**src/rtl/dconv_acq_ctrl_if.sv**
```systemverilog
// Bus bundle between the downconverter acquisition controller and its user:
// run requests and ADC samples in, LO control and run status out.
interface dconv_acq_ctrl_if #(
    parameter int ADC_PHYS_WIDTH = 14,
    parameter int CNT_WIDTH      = 16
);
    logic                        start;
    logic                        abort;
    logic                        cal_en;
    logic [ADC_PHYS_WIDTH:0]     dcval_manual;
    logic [CNT_WIDTH-1:0]        num_groups;
    logic [ADC_PHYS_WIDTH-1:0]   adc_data_in;

    logic [ADC_PHYS_WIDTH:0]     adc_dcval_subtractor;
    logic                        conv_en;
    logic                        dconv_rst;
    logic                        busy;
    logic                        done;
    logic [CNT_WIDTH-1:0]        group_cnt;

    // Requester side: issues runs and supplies samples.
    modport master (
        output start, abort, cal_en, dcval_manual, num_groups, adc_data_in,
        input  adc_dcval_subtractor, conv_en, dconv_rst, busy, done, group_cnt
    );

    // Controller side.
    modport slave (
        input  start, abort, cal_en, dcval_manual, num_groups, adc_data_in,
        output adc_dcval_subtractor, conv_en, dconv_rst, busy, done, group_cnt
    );
endinterface

```
**src/rtl/dconv_acq_ctrl.sv**
```systemverilog
// dconv_acq_ctrl: sequences an optional DC calibration, a one-cycle LO phase
// alignment and an acquisition of whole 4-sample LO groups for a digital
// downconverter. All outputs come straight from flops.
module dconv_acq_ctrl #(
    parameter int ADC_PHYS_WIDTH = 14,
    parameter int CAL_LOG2       = 4,
    parameter int CNT_WIDTH      = 16
) (
    input  logic            CLK,
    input  logic            RESET,
    dconv_acq_ctrl_if.slave bus
);
    localparam int W     = ADC_PHYS_WIDTH;
    localparam int ACC_W = W + CAL_LOG2;
    localparam logic [CAL_LOG2-1:0]  CAL_ONE = CAL_LOG2'(1);
    localparam logic [CNT_WIDTH-1:0] CNT_ONE = CNT_WIDTH'(1);

    typedef enum logic [2:0] {IDLE, CAL, ALIGN, ACQ, DONE} state_t;

    state_t                state;
    state_t                state_next;

    logic [ACC_W-1:0]      acc;
    logic [ACC_W-1:0]      acc_sum;
    logic [CAL_LOG2-1:0]   cal_cnt;
    logic [1:0]            phase;
    logic [CNT_WIDTH-1:0]  groups_target;
    logic [CNT_WIDTH-1:0]  group_cnt;
    logic [W:0]            subtractor;
    logic                  conv_en;
    logic                  dconv_rst;
    logic                  busy;
    logic                  done;
    logic                  last_sample;
    logic                  last_group;

    // The accumulator is wide enough for 2^CAL_LOG2 full-scale samples, so
    // the running sum never overflows.
    assign acc_sum     = acc + {{CAL_LOG2{1'b0}}, bus.adc_data_in};
    assign last_sample = (cal_cnt == '1);
    assign last_group  = (phase == 2'd3) && (group_cnt == groups_target - CNT_ONE);

    // Next-state decode; abort wins over every other transition in the active states.
    always_comb begin
        state_next = state;
        case (state)
            IDLE: begin
                if (bus.start) begin
                    state_next = bus.cal_en ? CAL : ALIGN;
                end
            end
            CAL: begin
                if (bus.abort) begin
                    state_next = IDLE;
                end else if (last_sample) begin
                    state_next = ALIGN;
                end
            end
            ALIGN: begin
                if (bus.abort) begin
                    state_next = IDLE;
                end else if (groups_target != '0) begin
                    state_next = ACQ;
                end else begin
                    state_next = DONE;
                end
            end
            ACQ: begin
                if (bus.abort) begin
                    state_next = IDLE;
                end else if (last_group) begin
                    state_next = DONE;
                end
            end
            DONE: begin
                state_next = IDLE;
            end
            default: begin
                state_next = IDLE;
            end
        endcase
    end

    // State register.
    always_ff @(posedge CLK or posedge RESET) begin
        if (RESET) begin
            state <= IDLE;
        end else begin
            state <= state_next;
        end
    end

    // Registered outputs decoded from the next state, plus the calibration
    // accumulator, the group counters and the DC subtractor.
    always_ff @(posedge CLK or posedge RESET) begin
        if (RESET) begin
            conv_en       <= 1'b0;
            dconv_rst     <= 1'b0;
            busy          <= 1'b0;
            done          <= 1'b0;
            acc           <= '0;
            cal_cnt       <= '0;
            phase         <= '0;
            groups_target <= '0;
            group_cnt     <= '0;
            subtractor    <= '0;
        end else begin
            conv_en   <= (state_next == ACQ);
            dconv_rst <= (state_next == ALIGN);
            busy      <= (state_next != IDLE);
            done      <= (state_next == DONE);

            if (state == IDLE && bus.start) begin
                groups_target <= bus.num_groups;
                acc           <= '0;
                cal_cnt       <= '0;
                if (!bus.cal_en) begin
                    subtractor <= bus.dcval_manual;
                end
            end

            if (state == CAL && !bus.abort) begin
                acc     <= acc_sum;
                cal_cnt <= cal_cnt + CAL_ONE;
                if (last_sample) begin
                    subtractor <= {1'b0, acc_sum[ACC_W-1:CAL_LOG2]};
                end
            end

            if (state_next == ALIGN) begin
                group_cnt <= '0;
                phase     <= '0;
            end

            if (state == ACQ) begin
                phase <= phase + 2'd1;
                if (phase == 2'd3) begin
                    group_cnt <= group_cnt + CNT_ONE;
                end
            end
        end
    end

    assign bus.conv_en              = conv_en;
    assign bus.dconv_rst            = dconv_rst;
    assign bus.busy                 = busy;
    assign bus.done                 = done;
    assign bus.group_cnt            = group_cnt;
    assign bus.adc_dcval_subtractor = subtractor;
endmodule

```
**src/flat_wrapper.sv**
```systemverilog
// flat-port wrapper written by rule: the top's interface ports become plain ports
module dconv_acq_ctrl_flat 
#(
    parameter int ADC_PHYS_WIDTH = 14,
    parameter int CAL_LOG2       = 4,
    parameter int CNT_WIDTH      = 16
)
  (CLK, RESET, bus_start, bus_abort, bus_cal_en, bus_dcval_manual, bus_num_groups, bus_adc_data_in, bus_adc_dcval_subtractor, bus_conv_en, bus_dconv_rst, bus_busy, bus_done, bus_group_cnt);
  dconv_acq_ctrl_if #(.ADC_PHYS_WIDTH(ADC_PHYS_WIDTH), .CNT_WIDTH(CNT_WIDTH)) bus_i ();
  input  logic CLK;
  input  logic RESET;
  input wire logic [$bits(bus_i.start)-1:0] bus_start;
  input wire logic [$bits(bus_i.abort)-1:0] bus_abort;
  input wire logic [$bits(bus_i.cal_en)-1:0] bus_cal_en;
  input wire logic [$bits(bus_i.dcval_manual)-1:0] bus_dcval_manual;
  input wire logic [$bits(bus_i.num_groups)-1:0] bus_num_groups;
  input wire logic [$bits(bus_i.adc_data_in)-1:0] bus_adc_data_in;
  output wire logic [$bits(bus_i.adc_dcval_subtractor)-1:0] bus_adc_dcval_subtractor;
  output wire logic [$bits(bus_i.conv_en)-1:0] bus_conv_en;
  output wire logic [$bits(bus_i.dconv_rst)-1:0] bus_dconv_rst;
  output wire logic [$bits(bus_i.busy)-1:0] bus_busy;
  output wire logic [$bits(bus_i.done)-1:0] bus_done;
  output wire logic [$bits(bus_i.group_cnt)-1:0] bus_group_cnt;
  assign bus_i.start = bus_start;
  assign bus_i.abort = bus_abort;
  assign bus_i.cal_en = bus_cal_en;
  assign bus_i.dcval_manual = bus_dcval_manual;
  assign bus_i.num_groups = bus_num_groups;
  assign bus_i.adc_data_in = bus_adc_data_in;
  assign bus_adc_dcval_subtractor = bus_i.adc_dcval_subtractor;
  assign bus_conv_en = bus_i.conv_en;
  assign bus_dconv_rst = bus_i.dconv_rst;
  assign bus_busy = bus_i.busy;
  assign bus_done = bus_i.done;
  assign bus_group_cnt = bus_i.group_cnt;
  dconv_acq_ctrl #(.ADC_PHYS_WIDTH(ADC_PHYS_WIDTH), .CAL_LOG2(CAL_LOG2), .CNT_WIDTH(CNT_WIDTH)) u_core (.CLK(CLK), .RESET(RESET), .bus(bus_i));
endmodule
```
**config.mk**
```make
export PLATFORM = sky130hd
export DESIGN_NAME = dconv_acq_ctrl_flat
export DESIGN_NICKNAME = d
export VERILOG_FILES = /design/src/rtl/dconv_acq_ctrl_if.sv /design/src/rtl/dconv_acq_ctrl.sv /design/src/flat_wrapper.sv
export SDC_FILE = /design/constraint.sdc
export NUM_CORES = 1
export LEC_CHECK = 0
export ABC_AREA = 0
export BUFFER_PORTS_ARGS = -buffer_cell sky130_fd_sc_hd__buf_2
export CELL_PAD_IN_SITES_DETAIL_PLACEMENT = 1
export CELL_PAD_IN_SITES_GLOBAL_PLACEMENT = 2
export CORE_UTILIZATION = 30
export DETAILED_ROUTE_END_ITERATION = 12
export GPL_TIMING_DRIVEN = 0
export HOLD_SLACK_MARGIN = 0.08
export PLACE_DENSITY = 0.71
export SLEW_MARGIN = 20
export SYNTH_ARGS = -nofsm -noshare
export SYNTH_HDL_FRONTEND = slang
export SYNTH_SLANG_ARGS = --single-unit
```
**constraint.sdc**
```tcl
create_clock -name CLK -period 3.42 [get_ports CLK]
set_clock_uncertainty 0.15 [all_clocks]
set_input_delay 0.342 -clock CLK [delete_from_list [all_inputs] [get_ports CLK]]
set_output_delay 0.342 -clock CLK [all_outputs]
set_load 0.05 [all_outputs]
```
# == Yosys cells after proc, flatten, opt, wreduce, memory -nomap -nowiden ==
# Index checks and enable logic that the tools add are counted.
# word_totals
wordCells,56
out_inout_bits,35
regBits,78
# classes
eq_ne,9
addsub,5
n_mux,22
n_reduce_logical,9
# ops
operator,count
$mux W15,4
$mux W16,3
$mux W18,2
$mux W3,7
$add A18 B14 Y18,1
$add A16 B1 Y16 const B,1
$eq A16 B16 Y1,1
$reduce_bool A16 Y1,1
$sub A16 B1 Y16 const B,1
$eq A3 B2 Y1 const B,4
$pmux W3 S4,1
$mux W4,2
$mux W2,3
$add A4 B1 Y4 const B,1
$eq A4 B4 Y1 const B,1
$reduce_bool A2 Y1,2
$eq A3 B1 Y1 const B,1
$eq A3 B3 Y1 const B,1
$logic_and A1 B1 Y1,3
$logic_not A3 Y1,1
$reduce_bool A3 Y1,1
$add A2 B1 Y2 const B,1
$eq A2 B2 Y1 const B,1
$logic_not A1 Y1,1

# == Depth between registers and ports, before layout ==
# depth
ltp_word,10
depth_mapped,10
mapped_depth_nobuf,9

# == Least setup slack after synthesis ==
# OpenSTA, ideal clock, no wires.
# synth_path
path_type,flip-flop to flip-flop
from,register u_core.acc[0]
to,register u_core.acc[12]
setup_ps,121
n_path_buf,0
path_stages_with_launch,9
period_less_slack_ps,2743
setup_slack_ps,677
t_arrival_ps,2472
path_cell_list,dfrtp_1 > ha_1 > fa_1 > a211oi_1 > o21bai_1 > a2111oi_0 > o41ai_1 > xor2_1 > a22o_1
# synth_between
elab_chain_len,2
# synth_rtl
element,line_no,source
"start, declared",dconv_acq_ctrl.sv:23,logic [ACC_W-1:0] acc;
"start signal, assigned",dconv_acq_ctrl.sv:123,acc <= acc_sum;
$add A18 B14 Y18,dconv_acq_ctrl.sv:39,"assign acc_sum = acc + {{CAL_LOG2{1'b0}}, bus.adc_data_in};"
$mux W18,dconv_acq_ctrl.sv:122,if (state == CAL && !bus.abort) begin
# Every way passes these cells.
# A chain may end at the register's enable or synchronous reset.

# == Worst setup path in the final report ==
# layout_path
from,register u_core.acc[0]
to,register u_core.subtractor[6] (netlist: u_core.bus.adc_dcval_subtractor[6])
# layout_between
elab_chain_len,3
# layout_rtl
element,line_no,source
$add A18 B14 Y18,dconv_acq_ctrl.sv:39,
$mux W15,dconv_acq_ctrl.sv:125,if (last_sample) begin
$mux W15,dconv_acq_ctrl.sv:122,
"end signal, assigned",dconv_acq_ctrl.sv:118,subtractor <= bus.dcval_manual;
"end signal, assigned",dconv_acq_ctrl.sv:126,"subtractor <= {1'b0, acc_sum[ACC_W-1:CAL_LOG2]};"
"end, declared",dconv_acq_ctrl.sv:29,logic [W:0] subtractor;
# Every way passes these cells.

==> flow_summary_export.csv <==
group,metric,value,unit
status,outcome,"completed",
synth,ys.flop_type,"dfrtp_1",
synth,yosys.cell_count.top_type,"nand2_1",
route,ant_nets,0,
synth,yosys.area_share.simple,0.217,
cells_and_area,fin_util,0.383,
synth,synthTopCellsByCount,"nand2_1 (87), dfrtp_1 (78), o21ai_0 (51)",
sta,fmax,316,MHz
route,drtPass1Iterations,4,
synth,yosys_warnings,0,
floorplanning,start_util,0.307,
sta,hold_viol_final,0,
cells_and_area,fin_nets,705,
clock_network,cts_buffers,9,
power,power.leakage,2.64,nW
floorplanning,die_width,126,µm
global_route,busiest_layer,"met2",
clock_network,clk_latency,0.34,ns
place,dp_hpwl,10.8,mm
synth,synth_compound_area_frac,0.189,
global_route,antenna_found_initial,0,
synth,synth-async-reset-ratio,1.00,
global_route,grt_use_met1,0.225,
sta,period_needed,3.16,ns
synth,synthCells,523,
synth,synth_top_family_by_area,"simple AND/OR/NAND/NOR gates",
critical_path,cp-start-kind,"flop",
synth,syn-num-nets,592,
route,routed_wl,14.4,mm
clock_network,cts-root-buf,"clkbuf_16",
floorplanning,rows,45,
sta,relSlewSlack,0.512,
critical_path,crit_path_max_fanout,3,
global_route,grt_pass1_wl,24.0,mm
route,avgViaCountPerCell,5.28,
cells_and_area,fill_cells,1799,
power,power_density,742,nW/µm²
synth,yosysSeqAreaShare,0.420,
cells_and_area,syn_to_final_growth,24.9,%
synth,syn_area,4640,µm²
cells_and_area,drive_gt1_frac,0.175,
synth,yosysUniqueCellTypes,50,
hold_path,min_path_type,"in -> reg",
global_route,grt_remaining_overflow,0,
clock_network,clk_pin_slew,0.06,ns
clock_network,post_cts_buffers,0,
sta,rsz0062_at_grt,"false",
global_route,track_usage,0.193,
synth,ys_seq_elements,78,
route,vias,4373,
clock_network,cts_tree,"built",
critical_path,endpoint_kind,"flop",
critical_path,crit_required,3.53,ns
synth,syn_area_per_cell,8.88,µm²
floorplanning,core_area,15100,µm²
sta,maxSlewViolCount,0,
route,wl_per_cell,17.4,µm
floorplanning,die-area,16000,µm²
clock_network,clockBufferDepth,2,
route,drtIter0Drc,135,
place,io_buffers,84,
sta,finalCritPeriodShare,0.925,
clock_network,htree_num_levels,3,
synth,synth_top_cell_by_area,"dfrtp_1",
sta,hold_ws,0.0969,ns
synth,synthAdderAreaFrac,0.0528,
synth,synth-edff-count,0,
clock_network,cts.sinks,78,
power,peakVddDrop,0.429,mV
critical_path,crit_type,"reg -> reg",
run,drv_cap,0,
sta,tightest_slew,0.729,ns
place,routabilityCongestion,0.815,
floorplanning,ios,85,
route,post-route-drc-count,0,
global_route,use_met3,0.0413,
cells_and_area,insertedDiodeCount,0,
sta,setup_viol,0,
global_route,grt_pass1_vias,4631,
floorplanning,dieHeight,126,µm
critical_path,arrival,3.27,ns
synth,synth-xor-area-share,0.0698,
synth,synth_mux_area_frac,0.0261,
global_route,grt_max_degree,54,
global_route,met2_usage,0.358,
synth,yosys.area.top_type_share,0.420,
synth,ys_top_cells_by_area,"dfrtp_1 (42%), nand2_1 (7.0%), o21ai_0 (5.5%), ha_1 (4.9%), xnor2_1 (4.1%)",
## repair_timing
action	CTS	global route
endpoints found under the hold margin	41	0
hold buffers	17	0
endpoints found under the setup margin	0	4
resized for setup	0	1
## state kept, by name, indices dropped and copies added (netlist names)
register	flops
u_core.cal_cnt	4
u_core.acc	18
u_core.phase	2
u_core.bus.done	1
u_core.bus.busy	1
u_core.bus.conv_en	1
u_core.state	3
u_core.bus.dconv_rst	1
u_core.bus.adc_dcval_subtractor	15
u_core.groups_target	16
u_core.bus.group_cnt	16
## power breakdown
group	internal, W	switching (W)	total (W)
logic	0.000683	0.00122	0.00190
registers	0.00118	0.000251	0.00143
clock network	0.000565	0.000402	0.000967
total	0.00243	0.00187	0.00430
## stage by stage
step	TNS [ns]	cells	cell area, µm²	total power, W	setup WS [ns]
global placement	-26.49	795	5300	0.00330	-0.348
floorplan	0	523	4640	0.00280	0.677
global route	0	829	5800	0.00462	0.0883
detailed placement	0	796	5330	0.00335	0.0681
CTS	0	829	5790	0.00437	0.0661
finish	0	829	5800	0.00430	0.256
## worst max-delay path, cell delays in order, from the launching register on
cell and delay, ns:
dfrtp_1 0.39, ha_1 0.23, fa_1 0.43, a211oi_1 0.34, o21bai_1 0.15, a2111oi_1 0.70, o31ai_1 0.22, xnor2_1 0.30
nand2_1 0.08, o21ai_0 0.09
## cells by family after synthesis
group | count (synthesis)
AO/OA/AOI/OAI | 145
XOR/XNOR | 37
adder cells (fa/ha/maj) | 19
buffers and inverters | 29
flip-flops | 78
multiplexers | 12
AND/OR/NAND/NOR | 203
## layout make-up
class,instances,area (µm²),area share
clock inverters,6,62.6,0.0108
clock buffers,10,229,0.0395
plain buffers,20,78.8,0.0136
well taps,188,235,0.0406
multi-input cells,416,2590,0.446
flip-flops and latches,78,1950,0.336
repair buffers,102,618,0.107
inverters,9,36.3,0.00626
## placed cells by master (no fill, tap or decap), types with 4 or more instances in the layout
cell type	instances
nor2_1	29
a22o_1	11
o21ai_0	51
dlygate4sd3_1	17
o211ai_1	5
xnor2_1	22
clkbuf_16	9
nor2b_1	12
nand4_1	8
xor2_1	15
mux2i_1	11
a211oi_1	8
buf_2	87
o21bai_1	4
clkbuf_1	18
o21a_1	4
a31oi_1	9
inv_1	7
dfrtp_1	78
ha_1	18
or3_1	9
nand2_1	87
nor3b_1	4
o21ai_1	16
nor3_1	7
and3_1	6
nand3_1	17
a21oi_1	23
## metal layers
| metal | wire length (µm) | up-vias |
|---|---|---|
| li1 | - | 2105 |
| met1 | 6150 | 2186 |
| met4 | 98 | 0 |
| met3 | 509 | 7 |
| met5 | 0 | - |
| met2 | 7650 | 75 |
## path summary, 6_finish.rpt
check / startpoint / to / slack [ns] / cells after the start
worst min register to register: u_core.acc[13] / u_core.acc[13] / 0.35 / 2
worst max-delay path: u_core.acc[0] / u_core.bus.adc_dcval_subtractor[6] / 0.26 / 9
max in group asynchronous: RESET / u_core.bus.adc_dcval_subtractor[0] / 2.13 / 4
min in group asynchronous: RESET / u_core.groups_target[1] / 0.39 / 3
worst max register to register: u_core.acc[0] / u_core.bus.adc_dcval_subtractor[6] / 0.26 / 9
worst min-delay path: bus_dcval_manual[14] / u_core.bus.adc_dcval_subtractor[14] / 0.1 / 3
No activity file was read; power rests on OpenSTA's default activity.
